File: config.mk
export PLATFORM = sky130hd
export DESIGN_NAME = arbitrate
export DESIGN_NICKNAME = d
export VERILOG_FILES = /design/src/rtl/arbitrate.sv
export SDC_FILE = /design/constraint.sdc
export NUM_CORES = 1
export LEC_CHECK = 0
export CORE_UTILIZATION = 36
export CTS_BUF_LIST = sky130_fd_sc_hd__clkbuf_16
export CTS_CLUSTER_DIAMETER = 150
export DETAILED_ROUTE_END_ITERATION = 10
export PLACE_DENSITY = 0.77
export SYNTH_ARGS = -nofsm -noshare
export SYNTH_HDL_FRONTEND = slang
export SYNTH_SLANG_ARGS = --single-unit
File: constraint.sdc
create_clock -name clk -period 1.8 [get_ports clk]
set_input_delay 0.45 -clock clk [delete_from_list [all_inputs] [get_ports clk]]
set_output_delay 0.45 -clock clk [all_outputs]
set_load 0.05 [all_outputs]
File: src/rtl/arbitrate.sv
// N-to-1 arbiter feeding a one-entry registered output slot {source index, payload}.
// Define ARBITRATE_ROUND_ROBIN_EN for round-robin arbitration; otherwise fixed priority (lowest index wins).
module arbitrate #(
  parameter int W = 8,
  parameter int N = 2
) (
  input  logic                   clk,
  input  logic                   rst,
  input  logic [N-1:0]           s_stb,
  input  logic [N*W-1:0]         s_dat,
  output logic [N-1:0]           s_rdy,
  input  logic                   m_rdy,
  output logic                   m_stb,
  output logic [$clog2(N)+W-1:0] m_dat
);

  localparam int IW = $clog2(N);

  typedef enum logic {
    EMPTY = 1'b0,
    FULL  = 1'b1
  } state_e;

  state_e          state_q, state_d;
  logic [IW+W-1:0] dat_q, dat_d;
  logic [IW-1:0]   grant;
  logic            found;
  logic            any_req;
  logic            open;
  logic            s_xfer;
  logic [W-1:0]    lane [N];
  logic [W-1:0]    sel_dat;

  always_comb begin
    for (int unsigned k = 0; k < N; k++) begin
      lane[k] = s_dat[k*W +: W];
    end
  end

`ifdef ARBITRATE_ROUND_ROBIN_EN
  logic [IW-1:0] ptr_q, ptr_d;
  logic [IW-1:0] idx;

  // Search starts one past the last winner, wrapping modulo N (N need not be a power of two).
  always_comb begin
    grant = ptr_q;
    found = 1'b0;
    idx   = '0;
    for (int unsigned i = 1; i <= N; i++) begin
      idx = IW'((int'(ptr_q) + int'(i)) % N);
      if (!found && s_stb[idx]) begin
        grant = idx;
        found = 1'b1;
      end
    end
  end

  always_comb begin
    ptr_d = ptr_q;
    if (s_xfer) begin
      ptr_d = grant;
    end
  end

  always_ff @(posedge clk or posedge rst) begin
    if (rst) begin
      ptr_q <= IW'(N - 1);
    end else begin
      ptr_q <= ptr_d;
    end
  end
`else
  always_comb begin
    grant = '0;
    found = 1'b0;
    for (int unsigned i = 0; i < N; i++) begin
      if (!found && s_stb[IW'(i)]) begin
        grant = IW'(i);
        found = 1'b1;
      end
    end
  end
`endif

  always_comb begin
    any_req = |s_stb;
    open    = (state_q == EMPTY) || m_rdy;
    s_rdy   = '0;
    // Gated by rst so no handshake can be observed while reset is held.
    if (!rst && any_req && open) begin
      s_rdy[grant] = 1'b1;
    end
    s_xfer  = |(s_stb & s_rdy);
    sel_dat = lane[grant];
  end

  always_comb begin
    state_d = state_q;
    dat_d   = dat_q;
    case (state_q)
      EMPTY: begin
        if (s_xfer) begin
          state_d = FULL;
          dat_d   = {grant, sel_dat};
        end
      end
      FULL: begin
        if (s_xfer) begin
          dat_d = {grant, sel_dat};
        end else if (m_rdy) begin
          state_d = EMPTY;
        end
      end
      default: state_d = EMPTY;
    endcase
  end

  always_ff @(posedge clk or posedge rst) begin
    if (rst) begin
      state_q <= EMPTY;
      dat_q   <= '0;
    end else begin
      state_q <= state_d;
      dat_q   <= dat_d;
    end
  end

  assign m_stb = (state_q == FULL);
  assign m_dat = dat_q;

endmodule

==> flow_metrics.env <==
export IMPL_status="completed"
export IMPL_worst_path_max_fanout=3
export IMPL_numPortBuffers=32
export IMPL_synth_avg_cell_area_um2=14.6
export IMPL_internal_power_uw=738
export IMPL_synth_sequential_area_ratio=0.450
export IMPL_worst_endpoint_arrival_ns=1.31
export IMPL_cts_reportedPaths_clkPinSlew_ns=0.04
export IMPL_final_period_utilization=0.976
export IMPL_clock_root_buffer="sky130_fd_sc_hd__clkbuf_16"
export IMPL_cts_max_path_buffers=2
export IMPL_clkSinkCount=10
export IMPL_route_final_wire_length_um=1260
export IMPL_crit_type="primary input to output port"
export IMPL_postCtsHoldBufs=0
export IMPL_worst_endpoint_required_ns=1.35
export IMPL_die_span_in_y_um=41.3
export IMPL_pwr_share_clk=0.356
export IMPL_drt_iter0_drc=0
export IMPL_power_density_nw_per_um2=1040
export IMPL_grt_pass1_wl_um=1910
export IMPL_finalWeightedCongestion=0.656
export IMPL_finalCriticalPeriod_ns=1.76
export IMPL_routed_wire_length_per_instance_um=13.2
export IMPL_combinationalPowerShare=0.374
export IMPL_ir_worst_vdd_v=0.000593
export IMPL_die_w_um=41.3
export IMPL_cts_made_buffers=3
export IMPL_finalHoldViolations=0
export IMPL_final_setup_viol_count=0
export IMPL_antenna_found_initial=0
export IMPL_timing_max_slew_rel_slack=0.744
export IMPL_detail_route_drc_violations=0
export IMPL_maximum_operating_frequency_mhz=569
export IMPL_synth_cells=38
export IMPL_synthesis_nets=59
export IMPL_layout_nets=103
export IMPL_setup_worst_path_start_class="primary input"
export IMPL_sw_frac_of_total=0.323
export IMPL_syn2layout_area_growth_pct=89.4
export IMPL_yosys_warnings=0
export IMPL_finalMaxSlewViolations=0
export IMPL_worst_margin_slew_ns=0.384
export IMPL_seq_power_share=0.270
export IMPL_critPathCaptureType="output port"
export IMPL_holdWs_ns=0.286
export IMPL_core_area_um2=1370
export IMPL_htree_num_levels=1
export IMPL_grt_start_max_net_pins=11
export IMPL_final_core_utilization=0.770
export IMPL_cts_tree="built"
export IMPL_setup_repair_after_global_routing_missed_its_margin="no"
export IMPL_vias=460
export IMPL_drt_vias_per_instance=4.79
export IMPL_worst_skew_pair_late_latency_ns=0.23
export IMPL_row_count=13
export IMPL_p_leak_nw=0.497
export IMPL_grt_usage=0.176
export IMPL_post_synth_instance_area_um2=556
export IMPL_synthDistinctLibCells=11
export IMPL_antennaDiodeCount=0
export IMPL_synth_seq_cells=10
export IMPL_drt_pass1_iterations=1
export IMPL_floorplan_io_pins=33
export IMPL_floorplan_initialDensity=0.407
export IMPL_p_sw_uw=352
export IMPL_drive_above_1_share=0.556
export IMPL_report_power_total_mw=1.09
export IMPL_ant_nets=0
export IMPL_first_global_vias=452
export IMPL_die_area_um2=1700
export IMPL_timing_hold_worst_class="primary input to async pin"
export IMPL_worst_clock_skew_ns=0.000506
export IMPL_max_cap_violations=0
export IMPL_grt_overflow_total=0
cell usage after synthesis (all sizes together):
cell type	instances	area share
mux2	16	0.39
dfrtp	10	0.45
inv	4	0.027
o21bai	2	0.027
a211oi	1	0.014
a21oi	1	0.029
and2	1	0.014
buf	1	0.020
nand2b	1	0.025
o21ai	1	0.0090
worst max-delay path, cell delays in order:
cell	delay, ns
sky130_fd_sc_hd__dlygate4sd2_1	0.27
sky130_fd_sc_hd__o21bai_4	0.22
sky130_fd_sc_hd__a21oi_4	0.05
sky130_fd_sc_hd__and2_4	0.18
sky130_fd_sc_hd__buf_12	0.14
routing by layer:
metal | global-route usage | share of wire | up-vias
met5 | 0 | 0 | -
met4 | 0.0242 | 0 | 0
met3 | 0.0543 | 0.045 | 0
met2 | 0.336 | 0.57 | 17
met1 | 0.191 | 0.39 | 222
li1 | - | - | 221
metrics by stage:
step           worst slack (ns)  instance area [um^2]  setup TNS [ns]  instances
6_report                 0.0426                  1050               0         96
5_1_grt                 0.00571                  1050               0         96
4_1_cts                  0.0209                  1040               0         95
3_5_place_dp             -0.344                   941           -1.97         89
3_3_place_gp             -0.292                   941           -1.72         89
2_1_floorplan            0.0368                   568               0         38
final cells by class:
cell class / count / area (um^2)
Clock buffer: 3 / 75.1
Clock inverter: 1 / 3.75
Fill cell: 96 / 314
Inverter: 4 / 15.0
Multi-Input combinational cell: 23 / 304
Sequential cell: 10 / 250
Tap cell: 15 / 18.8
Timing Repair Buffer: 40 / 385
layout by cell type, fill, tap and decap left out:
cell / synthesis / final
sky130_fd_sc_hd__clkdlybuf4s15_1: 0 / 2
sky130_fd_sc_hd__inv_2: 0 / 1
sky130_fd_sc_hd__dfrtp_1: 10 / 10
sky130_fd_sc_hd__mux2_2: 7 / 7
sky130_fd_sc_hd__clkbuf_16: 0 / 3
sky130_fd_sc_hd__clkdlybuf4s50_1: 0 / 16
sky130_fd_sc_hd__buf_12: 0 / 3
sky130_fd_sc_hd__nand2b_4: 1 / 1
sky130_fd_sc_hd__o21ai_0: 1 / 1
sky130_fd_sc_hd__o21bai_1: 2 / 1
sky130_fd_sc_hd__buf_4: 0 / 17
sky130_fd_sc_hd__mux2_4: 9 / 9
sky130_fd_sc_hd__o21bai_4: 0 / 1
sky130_fd_sc_hd__inv_1: 4 / 3
sky130_fd_sc_hd__clkinv_1: 0 / 1
sky130_fd_sc_hd__a211oi_4: 0 / 1
sky130_fd_sc_hd__dlygate4sd2_1: 0 / 2
sky130_fd_sc_hd__and2_4: 0 / 1
sky130_fd_sc_hd__a21oi_4: 1 / 1
worst paths after layout:
| kind | from | to | slack [ns] | cells after the start |
|---|---|---|---|---|
| max | s_stb[0] | s_rdy[0] | 0.04 | 5 |
| max in group asynchronous | rst | m_dat[3] | 1.24 | 2 |
| min | rst | m_stb | 0.29 | 2 |
| max reg2reg | m_stb | m_dat[7] | 0.40 | 4 |
| min reg2reg | m_dat[6] | m_dat[6] | 0.50 | 1 |
| min in group clk | m_dat[6] | m_dat[6] | 0.50 | 1 |
flip-flops by register name, indices dropped and copies added (netlist names):
name and cells:
m_dat 9, m_stb 1
power groups by stage:
stage | clock network, mW | registers, mW | logic, mW
2_1_floorplan | 0 | 0.444 | 0.101
3_3_place_gp | 0 | 0.296 | 0.399
3_5_place_dp | 0 | 0.297 | 0.404
4_1_cts | 0.391 | 0.295 | 0.411
5_1_grt | 0.402 | 0.302 | 0.429
6_report | 0.388 | 0.294 | 0.408
cell families (layout without fill, tap and decap cells):
group,Yosys count,in the layout,synth area share
flip-flops,10,10,0.450
multiplexers,16,16,0.385
buffers and inverters,5,48,0.0473
AND/OR/NAND/NOR,2,2,0.0383
AO/OA/AOI/OAI,5,5,0.0788
timing repair:
item                                   CTS  global route
resized for setup                        9             1
pin swaps                                2             1
buffers inserted                         2             1
endpoints found under the hold margin    0             0
setup endpoints to repair                2             1
Power figures use the tool's default switching activity.
